## src/rtl/tdt_dm_pkg.sv

```systemverilog
// Shared debug-module definitions for the System Bus Access front-end.
// Holds the DMI register addresses, sberror codes, the SBA FSM state type
// and the bit positions of the fields inside sbcs.
package tdt_dm_pkg;

  // DMI register addresses
  localparam logic [6:0] DMI_SBCS       = 7'h38;
  localparam logic [6:0] DMI_SBADDRESS0 = 7'h39;
  localparam logic [6:0] DMI_SBDATA0    = 7'h3c;
  localparam logic [6:0] DMI_SBDATA1    = 7'h3d;

  // sberror codes
  localparam logic [2:0] SBERR_NONE  = 3'd0;
  localparam logic [2:0] SBERR_BUS   = 3'd2;
  localparam logic [2:0] SBERR_ALIGN = 3'd3;
  localparam logic [2:0] SBERR_SIZE  = 3'd4;

  // sbcs field positions
  localparam int unsigned SBCS_VERSION_LSB = 29;
  localparam int unsigned SBCS_BUSYERROR   = 22;
  localparam int unsigned SBCS_BUSY        = 21;
  localparam int unsigned SBCS_READONADDR  = 20;
  localparam int unsigned SBCS_ACCESS_LSB  = 17;
  localparam int unsigned SBCS_AUTOINC     = 16;
  localparam int unsigned SBCS_READONDATA  = 15;
  localparam int unsigned SBCS_ERROR_LSB   = 12;
  localparam int unsigned SBCS_ASIZE_LSB   = 5;
  localparam int unsigned SBCS_ACCESS64    = 3;
  localparam int unsigned SBCS_ACCESS32    = 2;

  localparam logic [2:0] SBA_VERSION = 3'd1;

  typedef enum logic [1:0] {
    SBA_IDLE,
    SBA_ISSUE,
    SBA_WAIT
  } sba_state_e;

endpackage

```

## src/rtl/tdt_sba_ctrl_if.sv

```systemverilog
// Command/response bus between the SBA register front-end and the SBA
// AXI master.
//   wr_data/wr_flg/wr_addr/wr_size/wr_vld : command (front-end -> master)
//   rd_data/axi_wr_ready/sba_error        : completion (master -> front-end)
// modport master: the front-end side; modport slave: the AXI master side.
interface tdt_sba_ctrl_if #(
  parameter int unsigned AW = 32,
  parameter int unsigned DW = 64
);
  logic [DW-1:0] wr_data;
  logic          wr_flg;
  logic [AW-1:0] wr_addr;
  logic [2:0]    wr_size;
  logic          wr_vld;
  logic [DW-1:0] rd_data;
  logic          axi_wr_ready;
  logic          sba_error;

  modport master (
    output wr_data, wr_flg, wr_addr, wr_size, wr_vld,
    input  rd_data, axi_wr_ready, sba_error
  );

  modport slave (
    input  wr_data, wr_flg, wr_addr, wr_size, wr_vld,
    output rd_data, axi_wr_ready, sba_error
  );
endinterface

```

## src/rtl/tdt_sba_ctrl.sv

```systemverilog
// System Bus Access register front-end of the debug module.
// Holds sbcs, sbaddress0, sbdata0 and sbdata1, decodes DMI accesses into
// single-beat bus commands and captures returned data / bus errors.
// Ports:
//   mclk, mreset   : clock, synchronous active-high reset
//   axim_clk_en    : downstream clock-enable qualifier
//   reg_sel/reg_wr/reg_addr/reg_wdata : DMI register access (one-cycle strobe)
//   reg_rdata      : combinational DMI read data (0 for unmapped addresses)
//   bus            : command/completion interface to the SBA AXI master
module tdt_sba_ctrl
  import tdt_dm_pkg::*;
#(
  parameter int unsigned AW = 32,
  parameter int unsigned DW = 64
) (
  input  logic        mclk,
  input  logic        mreset,
  input  logic        axim_clk_en,
  input  logic        reg_sel,
  input  logic        reg_wr,
  input  logic [6:0]  reg_addr,
  input  logic [31:0] reg_wdata,
  output logic [31:0] reg_rdata,
  tdt_sba_ctrl_if.master bus
);

  sba_state_e state, state_nxt;

  // sbcs fields
  logic          sbbusyerror;
  logic          sbreadonaddr;
  logic [2:0]    sbaccess;
  logic          sbautoincrement;
  logic          sbreadondata;
  logic [2:0]    sberror;
  logic          sbbusy;

  logic [AW-1:0] sbaddress0;
  logic [31:0]   sbdata0;
  logic [31:0]   sbdata1;

  // command latched at trigger time
  logic [DW-1:0] cmd_data;
  logic          cmd_flg;
  logic [AW-1:0] cmd_addr;
  logic [2:0]    cmd_size;

  logic          acc_sbcs, acc_addr, acc_data0, acc_data1, acc_dreg;
  logic          busy_viol, dreg_write;
  logic          trig_ok, trig_rd_addr, trig_wr, trig_rd_data, trigger;
  logic          size_ok, misaligned, issue_go, done;
  logic [AW-1:0] trig_addr, align_mask;
  logic [63:0]   trig_data64, rd64;
  logic [31:0]   sbcs_val;

  // ---------------------------------------------------------------------
  // Access decode and trigger evaluation
  // ---------------------------------------------------------------------
  always_comb begin
    acc_sbcs  = reg_sel && (reg_addr == DMI_SBCS);
    acc_addr  = reg_sel && (reg_addr == DMI_SBADDRESS0);
    acc_data0 = reg_sel && (reg_addr == DMI_SBDATA0);
    acc_data1 = reg_sel && (reg_addr == DMI_SBDATA1);
    acc_dreg  = acc_addr || acc_data0 || acc_data1;

    busy_viol  = sbbusy && acc_dreg;
    dreg_write = !sbbusy && reg_wr;

    trig_ok      = !sbbusy && (sberror == SBERR_NONE) && !sbbusyerror;
    trig_rd_addr = trig_ok && acc_addr && reg_wr && sbreadonaddr;
    trig_wr      = trig_ok && acc_data0 && reg_wr;
    trig_rd_data = trig_ok && acc_data0 && !reg_wr && sbreadondata;
    trigger      = trig_rd_addr || trig_wr || trig_rd_data;

    // The command must carry the value written in this same cycle.
    trig_addr   = trig_rd_addr ? AW'(reg_wdata) : sbaddress0;
    trig_data64 = {sbdata1, (trig_wr ? reg_wdata : sbdata0)};

    size_ok    = (sbaccess == 3'd2) || ((sbaccess == 3'd3) && (DW == 64));
    align_mask = (AW'(1) << sbaccess) - AW'(1);
    misaligned = |(trig_addr & align_mask);
    issue_go   = trigger && size_ok && !misaligned;

    done = (state == SBA_WAIT) && bus.axi_wr_ready && axim_clk_en;
    rd64 = 64'(bus.rd_data);
  end

  // ---------------------------------------------------------------------
  // FSM: state register
  // ---------------------------------------------------------------------
  always_ff @(posedge mclk) begin
    if (mreset) state <= SBA_IDLE;
    else        state <= state_nxt;
  end

  // FSM: next state
  always_comb begin
    state_nxt = state;
    unique case (state)
      SBA_IDLE:  if (issue_go)    state_nxt = SBA_ISSUE;
      // Leave on the first enabled cycle so wr_vld is seen exactly once.
      SBA_ISSUE: if (axim_clk_en) state_nxt = SBA_WAIT;
      SBA_WAIT:  if (done)        state_nxt = SBA_IDLE;
      default:                    state_nxt = SBA_IDLE;
    endcase
  end

  // FSM: outputs
  always_comb begin
    bus.wr_vld = (state == SBA_ISSUE);
    sbbusy     = (state != SBA_IDLE);
  end

  assign bus.wr_data = cmd_data;
  assign bus.wr_flg  = cmd_flg;
  assign bus.wr_addr = cmd_addr;
  assign bus.wr_size = cmd_size;

  // ---------------------------------------------------------------------
  // Register file and command latch
  // ---------------------------------------------------------------------
  always_ff @(posedge mclk) begin
    if (mreset) begin
      sbbusyerror     <= 1'b0;
      sbreadonaddr    <= 1'b0;
      sbaccess        <= 3'd2;
      sbautoincrement <= 1'b0;
      sbreadondata    <= 1'b0;
      sberror         <= SBERR_NONE;
      sbaddress0      <= '0;
      sbdata0         <= '0;
      sbdata1         <= '0;
      cmd_data        <= '0;
      cmd_flg         <= 1'b0;
      cmd_addr        <= '0;
      cmd_size        <= '0;
    end else begin
      if (acc_sbcs && reg_wr) begin
        sbreadonaddr    <= reg_wdata[SBCS_READONADDR];
        sbaccess        <= reg_wdata[SBCS_ACCESS_LSB +: 3];
        sbautoincrement <= reg_wdata[SBCS_AUTOINC];
        sbreadondata    <= reg_wdata[SBCS_READONDATA];
        if (reg_wdata[SBCS_BUSYERROR])         sbbusyerror <= 1'b0;
        if (|reg_wdata[SBCS_ERROR_LSB +: 3])   sberror     <= SBERR_NONE;
      end

      if (busy_viol) sbbusyerror <= 1'b1;

      if (dreg_write) begin
        if (acc_addr)  sbaddress0 <= AW'(reg_wdata);
        if (acc_data0) sbdata0    <= reg_wdata;
        if (acc_data1) sbdata1    <= reg_wdata;
      end

      if (trigger && !size_ok)        sberror <= SBERR_SIZE;
      else if (trigger && misaligned) sberror <= SBERR_ALIGN;

      if (issue_go) begin
        cmd_data <= trig_data64[DW-1:0];
        cmd_flg  <= trig_wr;
        cmd_addr <= trig_addr;
        cmd_size <= sbaccess;
      end

      // Placed last so a bus error overrides a same-cycle sberror W1C.
      if (done) begin
        if (bus.sba_error) begin
          sberror <= SBERR_BUS;
        end else begin
          if (!cmd_flg) begin
            sbdata0 <= rd64[31:0];
            if (cmd_size == 3'd3) sbdata1 <= rd64[63:32];
          end
          if (sbautoincrement) sbaddress0 <= sbaddress0 + (AW'(1) << cmd_size);
        end
      end
    end
  end

  // ---------------------------------------------------------------------
  // DMI read mux
  // ---------------------------------------------------------------------
  always_comb begin
    sbcs_val = '0;
    sbcs_val[SBCS_VERSION_LSB +: 3] = SBA_VERSION;
    sbcs_val[SBCS_BUSYERROR]        = sbbusyerror;
    sbcs_val[SBCS_BUSY]             = sbbusy;
    sbcs_val[SBCS_READONADDR]       = sbreadonaddr;
    sbcs_val[SBCS_ACCESS_LSB +: 3]  = sbaccess;
    sbcs_val[SBCS_AUTOINC]          = sbautoincrement;
    sbcs_val[SBCS_READONDATA]       = sbreadondata;
    sbcs_val[SBCS_ERROR_LSB +: 3]   = sberror;
    sbcs_val[SBCS_ASIZE_LSB +: 7]   = 7'(AW);
    sbcs_val[SBCS_ACCESS64]         = (DW == 64);
    sbcs_val[SBCS_ACCESS32]         = 1'b1;

    reg_rdata = '0;
    unique case (reg_addr)
      DMI_SBCS:       reg_rdata = sbcs_val;
      DMI_SBADDRESS0: reg_rdata = 32'(sbaddress0);
      DMI_SBDATA0:    reg_rdata = sbdata0;
      DMI_SBDATA1:    reg_rdata = sbdata1;
      default:        reg_rdata = '0;
    endcase
  end

endmodule
```

## src/flat_wrapper.sv

```systemverilog
// flat-port wrapper written by rule: the top's interface ports become plain ports
module tdt_sba_ctrl_flat import tdt_dm_pkg::*;
#(
  parameter int unsigned AW = 32,
  parameter int unsigned DW = 64
)
  (mclk, mreset, axim_clk_en, reg_sel, reg_wr, reg_addr, reg_wdata, reg_rdata, bus_wr_data, bus_wr_flg, bus_wr_addr, bus_wr_size, bus_wr_vld, bus_rd_data, bus_axi_wr_ready, bus_sba_error);
  tdt_sba_ctrl_if #(.AW(AW), .DW(DW)) bus_i ();
  input  logic mclk;
  input  logic mreset;
  input  logic axim_clk_en;
  input  logic reg_sel;
  input  logic reg_wr;
  input  logic [6:0] reg_addr;
  input  logic [31:0] reg_wdata;
  output logic [31:0] reg_rdata;
  output wire logic [$bits(bus_i.wr_data)-1:0] bus_wr_data;
  output wire logic [$bits(bus_i.wr_flg)-1:0] bus_wr_flg;
  output wire logic [$bits(bus_i.wr_addr)-1:0] bus_wr_addr;
  output wire logic [$bits(bus_i.wr_size)-1:0] bus_wr_size;
  output wire logic [$bits(bus_i.wr_vld)-1:0] bus_wr_vld;
  input wire logic [$bits(bus_i.rd_data)-1:0] bus_rd_data;
  input wire logic [$bits(bus_i.axi_wr_ready)-1:0] bus_axi_wr_ready;
  input wire logic [$bits(bus_i.sba_error)-1:0] bus_sba_error;
  assign bus_wr_data = bus_i.wr_data;
  assign bus_wr_flg = bus_i.wr_flg;
  assign bus_wr_addr = bus_i.wr_addr;
  assign bus_wr_size = bus_i.wr_size;
  assign bus_wr_vld = bus_i.wr_vld;
  assign bus_i.rd_data = bus_rd_data;
  assign bus_i.axi_wr_ready = bus_axi_wr_ready;
  assign bus_i.sba_error = bus_sba_error;
  tdt_sba_ctrl #(.AW(AW), .DW(DW)) u_core (.mclk(mclk), .mreset(mreset), .axim_clk_en(axim_clk_en), .reg_sel(reg_sel), .reg_wr(reg_wr), .reg_addr(reg_addr), .reg_wdata(reg_wdata), .reg_rdata(reg_rdata), .bus(bus_i));
endmodule
```

## config.mk

```make
export PLATFORM = sky130hd
export DESIGN_NAME = tdt_sba_ctrl_flat
export DESIGN_NICKNAME = d
export VERILOG_FILES = /design/src/rtl/tdt_dm_pkg.sv /design/src/rtl/tdt_sba_ctrl_if.sv /design/src/rtl/tdt_sba_ctrl.sv /design/src/flat_wrapper.sv
export SDC_FILE = /design/constraint.sdc
export NUM_CORES = 1
export LEC_CHECK = 0
export CAP_MARGIN = 20
export CORE_MARGIN = 2
export CORE_UTILIZATION = 56
export DETAILED_ROUTE_END_ITERATION = 10
export PLACE_DENSITY_LB_ADDON = 0.05
export SKIP_LAST_GASP = 1
export SLEW_MARGIN = 10
export SYNTH_ARGS = -nofsm -noshare
export SYNTH_HDL_FRONTEND = slang
export SYNTH_SLANG_ARGS = --single-unit
```

## constraint.sdc

```tcl
create_clock -name mclk -period 6.09 [get_ports mclk]
set_input_delay 1.218 -clock mclk [delete_from_list [all_inputs] [get_ports mclk]]
set_output_delay 1.218 -clock mclk [all_outputs]
set_load 0.02 [all_outputs]
```

==> metrics.csv, run 1 <==
stage,metric,value,unit
drt,num_vias,11690,
clock_network,cts_inserted_buffers,23,
cells_and_area,drive_gt1_share,7.806,%
sta,hold_viol,0,
setup_path,critPathKind,in2out,
clock_network,clk_latency,0.52,ns
grt,grt_pass1_vias,10880,
sta,fin_skew,0.01759,ns
clock_network,htree_levels,1,
yosys,synth-edff-count,0,
yosys,synth_area_leaders,"dfxtp_1 (37%), mux2i_1 (12%), a211oi_1 (9.3%), nor2_1 (4.4%), a31oi_1 (4.0%)",
setup_path,required,4.87,ns
setup_path,arrival,3.96,ns
grt,groute.usage.overall,37.22,%
placed_design,post-dp-hpwl,28280,um
hold_path,min_path_type,reg2reg,
cells_and_area,final_util,72.91,%
clock_network,hold_buffers,0,
cells_and_area,layout_commonest_cell,clkdlybuf4s50_1,
yosys,ys_warn_count,0,
die,dieArea,21440,um2
placed_design,gp_congestion,0.9792,
sta,fin_tns_setup,0,ns
power,p_leak,4.489,nW
placed_design,place_area,13810,um2
yosys,syn-num-nets,1435,
power,power,0.003036,W
yosys,yosys.area.top_type,dfxtp_1,
run_status,status,completed,
yosys,syn_area,11360,um2
clock_network,cts_tree,done,
drt,drt_wl_total,41320,um
yosys,postSynth.asyncResetShare,0,%
yosys,synth-seq-area-share,36.66,%
die,rows,52,
clock_network,clockBufferDepth,3,
die,die_h,146.4,um
cells_and_area,nFillCells,1618,
clock_network,clkSinkCount,208,
sta,fin_crit_sh,84.99,%
drt,antenna_left,0,
drt,wire_per_inst,23.52,um
die,initial_core_util,56.67,%
clock_network,clkTransAtPathRegs,0.06,ns
drt,via_per_inst,6.651,
cells_and_area,fin_area,14610,um2
sta,period_minus_slack,5.176,ns
placed_design,numPortBuffers,242,
drt,drc,0,
setup_path,critPathMaxFanout,22,
die,coreArea,20040,um2
yosys,ys_ff_latch,208,
clock_network,root_buffer,clkbuf_16,
drt,dr.pass1.iters,5,
sta,worstMarginPinSlew,1.163,ns
grt,overflow,0,
grt,grt_max_degree,104,
job,drv_cap,0,
grt,grt_pass1_wl,63560,um
sta,slew_violations,0,
yosys,yosysUniqueCellTypes,67,
sta,slew_headroom,22.45,%
grt,antenna_found_initial,1,
sta,finalSetupViolCount,0,
die,die_w,146.4,um
sta,timing.fmax,0.1932,GHz
clock_network,cts-resized-gates,0,
die,ios,243,
drt,drt_iter0_drc,1163,
setup_path,end_kind,output pin,
cells_and_area,syn_to_final_growth,28.64,%
cells_and_area,final_nets,1591,
setup_path,start_kind,input port,
power,powerDensity,207.8,nW/um2
yosys,netlist.area_leader.share,36.66,%
yosys,synthCells,1314,
power,ir_worst_vdd,0.0002054,V
sta,rsz0062_at_grt,false,
clock_network,postCtsSetupBuffers,0,
yosys,ys.flop_type,dfxtp_1,
sta,hold_slack,0.4699,ns
yosys,avgSynthCellArea,8.643,um2
cells_and_area,mostFrequentLayoutCells,"clkdlybuf4s50_1 (239), dfxtp_1 (208), a211oi_1 (140)",
[area by class of cell]
| cell class | count | area (um2) | area share, % |
|---|---|---|---|
| Tap cell | 270 | 337.8 | 2.312 |
| Clock inverter | 10 | 156.4 | 1.070 |
| Clock buffer | 31 | 645.6 | 4.419 |
| Multi-Input combinational cell | 954 | 6623 | 45.33 |
| Timing Repair Buffer | 269 | 2629 | 17.99 |
| Sequential cell | 208 | 4164 | 28.50 |
| Inverter | 14 | 52.55 | 0.3597 |
| Antenna cell | 1 | 2.502 | 0.01713 |
[flip-flops by register name, indices dropped and copies added (netlist names), 2 cells and up]
| register | count |
|---|---|
| u_core.bus.wr_addr | 32 |
| u_core.bus.wr_data | 64 |
| u_core.bus.wr_size | 3 |
| u_core.sbaccess | 3 |
| u_core.sbaddress0 | 32 |
| u_core.sbdata0 | 32 |
| u_core.sbdata1 | 32 |
| u_core.sberror | 3 |
| u_core.state | 2 |
[Yosys cell counts (all sizes together), types with 6 or more instances]
| master | number |
|---|---|
| xnor2 | 6 |
| nor3 | 14 |
| buf | 24 |
| and3 | 20 |
| nor4 | 14 |
| nor2 | 134 |
| nand4 | 41 |
| a211oi | 141 |
| nor3b | 11 |
| a311oi | 9 |
| a31oi | 73 |
| o21ai | 13 |
| clkbuf | 114 |
| or4 | 6 |
| mux4 | 10 |
| inv | 14 |
| nand3b | 8 |
| o211ai | 7 |
| o21a | 6 |
| and2 | 6 |
| ha | 10 |
| nand2 | 74 |
| mux2 | 19 |
| o31ai | 36 |
| or3 | 7 |
| dfxtp | 208 |
| a21oi | 81 |
| nand2b | 8 |
| mux2i | 136 |
| nand3 | 15 |
[kinds of logic (layout without fill, tap and decap cells)]
family                   Yosys count  in the layout  synth area share [%]
AO/OA/AOI/OAI                    393            393                 23.49
flip-flops                       208            208                 36.66
buffers and inverters            152            324                 5.453
XOR/XNOR                           7              7                0.5398
AND/OR/NAND/NOR                  378            378                 16.72
adder cells (fa/ha/maj)           11             11                 1.278
multiplexers                     165            165                 15.85
other                              0              1                     0
[path summary, 6_finish.rpt]
path	startpoint	endpoint	slack, ns	cells past startpoint
worst max-delay path	reg_addr[4]	reg_rdata[10]	0.91	5
worst min register to register	u_core.bus.wr_data[42]	u_core.bus.wr_data[42]	0.47	2
worst max register to register	u_core.sbbusyerror	u_core.bus.wr_data[60]	2.10	8
worst min-delay path	u_core.bus.wr_data[42]	u_core.bus.wr_data[42]	0.47	2
[metal layers]
metal	GRT usage (%)	vias to the layer above	part of all wire, %
met1	49.47	5564	40
met4	15.44	0	4.5
li1	-	5300	-
met5	0	-	0
met2	61.16	702	47
met3	5.188	119	9.1
[where the power goes]
part           leakage, nW  internal [W]  switching, W  total, W
Clock                0.394      0.000912      0.000582   0.00149
Sequential            1.67       0.00136    0.00000202   0.00136
Combinational         2.42     0.0000823     0.0000950  0.000177
[worst max-delay path: stages]
cell	delay, ns
clkdlybuf4s50_1	0.47
and4bb_2	0.43
nand2_1	0.57
a211oi_1	0.56
clkdlybuf4s50_1	0.69
[metrics by stage]
stage / worst slack, ns / instances
floorplan: 1.992 / 1314
CTS: 1.008 / 1756
global placement: 1.071 / 1715
global route: 0.8024 / 1757
detailed placement: 1.034 / 1715
finish: 0.9144 / 1757
Power figures use the tool's default switching activity.
==> run 2: changes to the inputs <==
- CORE_UTILIZATION: 56 -> 47
- clock period: 6.09 -> 4.74 ns (I/O delays scaled with it)
==> metrics.csv, run 2 (same netlist as run 1, synthesis figures left out) <==
stage,metric,value,unit
run_status,status,completed,
cells_and_area,layout_commonest_cell,clkdlybuf4s50_1,
drt,met3_length,3795,um
setup_path,arrival,3.26,ns
sta,period_minus_slack,4.210,ns
clock_network,clkTransAtPathRegs,0.06,ns
placed_design,post-dp-hpwl,29210,um
cells_and_area,mostFrequentLayoutCells,"clkdlybuf4s50_1 (239), dfxtp_1 (208), a211oi_1 (140)",
clock_network,clk_latency,0.53,ns
clock_network,clockBufferDepth,3,
drt,wire_per_inst,23.45,um
drt,antenna_left,0,
die,ios,243,
setup_path,reg2reg_from,u_core.sberror[2],
cells_and_area,largest_reg_flops,64,
clock_network,clkSinkCount,208,
grt,overflow,0,
clock_network,htree_levels,1,
cells_and_area,nFillCells,2092,
setup_path,critPathMaxFanout,14,
hold_path,hold_start,u_core.bus.wr_data[48],
sta,slew_headroom,28.35,%
power,p_leak,4.598,nW
drt,num_vias,11680,
setup_path,start_kind,input port,
drt,drt-met1-wl,17300,um
cells_and_area,fin_area,14870,um2
sta,timing.fmax,0.2375,GHz
grt,groute.usage.overall,32.28,%
sta,finalSetupViolCount,0,
setup_path,setup.worst_path.start,reg_addr[6],
drt,via_per_inst,6.412,
cells_and_area,multiInputGateArea,6623,um2
placed_design,gp_congestion,0.9144,
grt,grt_pass1_wl,65300,um
setup_path,end_kind,output pin,
drt,wl_met2,19620,um
die,initial_core_util,48.10,%
die,coreArea,23610,um2
placed_design,numPortBuffers,242,
power,powerDensity,262.1,nW/um2
clock_network,cts-resized-gates,0,
cells_and_area,final_nets,1606,
clock_network,cts_inserted_buffers,24,
sta,worstMarginPinSlew,1.072,ns
hold_path,min_path_cells,2,
grt,grt_max_degree,120,
clock_network,cts_tree,done,
power,ir_worst_vdd,0.0001537,V
drt,drt_iter0_drc,1145,
drt,dr.max_layer_used,met5,
sta,rsz0062_at_grt,false,
setup_path,r2r-end,u_core.bus.wr_addr[15],
cells_and_area,syn_to_final_growth,30.92,%
cells_and_area,area.sequential,4164,um2
die,dieArea,25420,um2
setup_path,r2r_setup_slack,1.10,ns
drt,dr.pass1.iters,7,
sta,hold_viol,0,
sta,hold_slack,0.4703,ns
setup_path,required,3.79,ns
sta,fin_crit_sh,88.82,%
sta,fin_tns_setup,0,ns
die,rows,56,
placed_design,place_area,14060,um2
cells_and_area,drive_gt1_share,8.589,%
die,die_w,159.5,um
clock_network,postCtsSetupBuffers,0,
drt,drt_wl_total,42710,um
clock_network,hold_buffers,0,
sta,fin_skew,0.01512,ns
drt,drc,0,
setup_path,reg2regPathDepth,8,
cells_and_area,n_antenna_cell,0,
hold_path,hold_end,u_core.bus.wr_data[48],
die,die_h,159.5,um
hold_path,min_path_type,reg2reg,
grt,antenna_found_initial,1,
setup_path,critPathKind,in2out,
sta,slew_violations,0,
grt,grt_pass1_vias,11080,
clock_network,root_buffer,clkbuf_16,
job,drv_cap,0,
-- run 2: power breakdown --
part	leakage, nW	total [W]	internal (W)	switching (W)
combinational	2.53	0.000236	0.000110	0.000126
clock	0.397	0.00191	0.00115	0.000756
sequential	1.67	0.00175	0.00175	0.00000263
total	4.60	0.00390	0.00301	0.000885
-- run 2: routing by layer --
layer,GRT usage [%],up-vias
li1,-,5335
met1,41.84,5589
met2,52.81,633
met3,5.939,118
met4,13.76,2
met5,0,-
-- run 2: layout make-up --
type | instances | area share, %
Tap cell | 319 | 2.684
Clock buffer | 38 | 4.864
Multi-Input combinational cell | 954 | 44.54
Inverter | 14 | 0.3534
Timing Repair Buffer | 283 | 18.98
Clock inverter | 5 | 0.5806
Sequential cell | 208 | 28.00
-- run 2: worst max-delay path, stage by stage --
cell	delay [ns]
clkdlybuf4s50_1	0.39
and4bb_2	0.37
buf_4	0.22
nand2_1	0.09
buf_4	0.20
a211oi_1	0.33
clkdlybuf4s50_1	0.70
-- run 2: worst max-delay path by stage --
stage	end	cells past startpoint
6_report	reg_rdata[10]	7
5_1_grt	reg_rdata[10]	7
4_1_cts	reg_rdata[10]	7
3_5_place_dp	u_core.bus.wr_addr[6]	9
3_3_place_gp	u_core.bus.wr_addr[1]	9
2_1_floorplan	reg_rdata[29]	5
-- run 2: per-stage QoR --
| step | power (W) | cells | setup slack, ns | utilization, % |
|---|---|---|---|---|
| finish | 0.003897 | 1821 | 0.5301 | 62.97 |
| global route | 0.004001 | 1821 | 0.4459 | 62.97 |
| CTS | 0.003916 | 1821 | 0.5841 | 62.97 |
| detailed placement | 0.002024 | 1778 | 0.4126 | 59.54 |
| global placement | 0.002024 | 1778 | 0.4472 | 59.54 |
| floorplan | 0.001862 | 1314 | 1.182 | - |
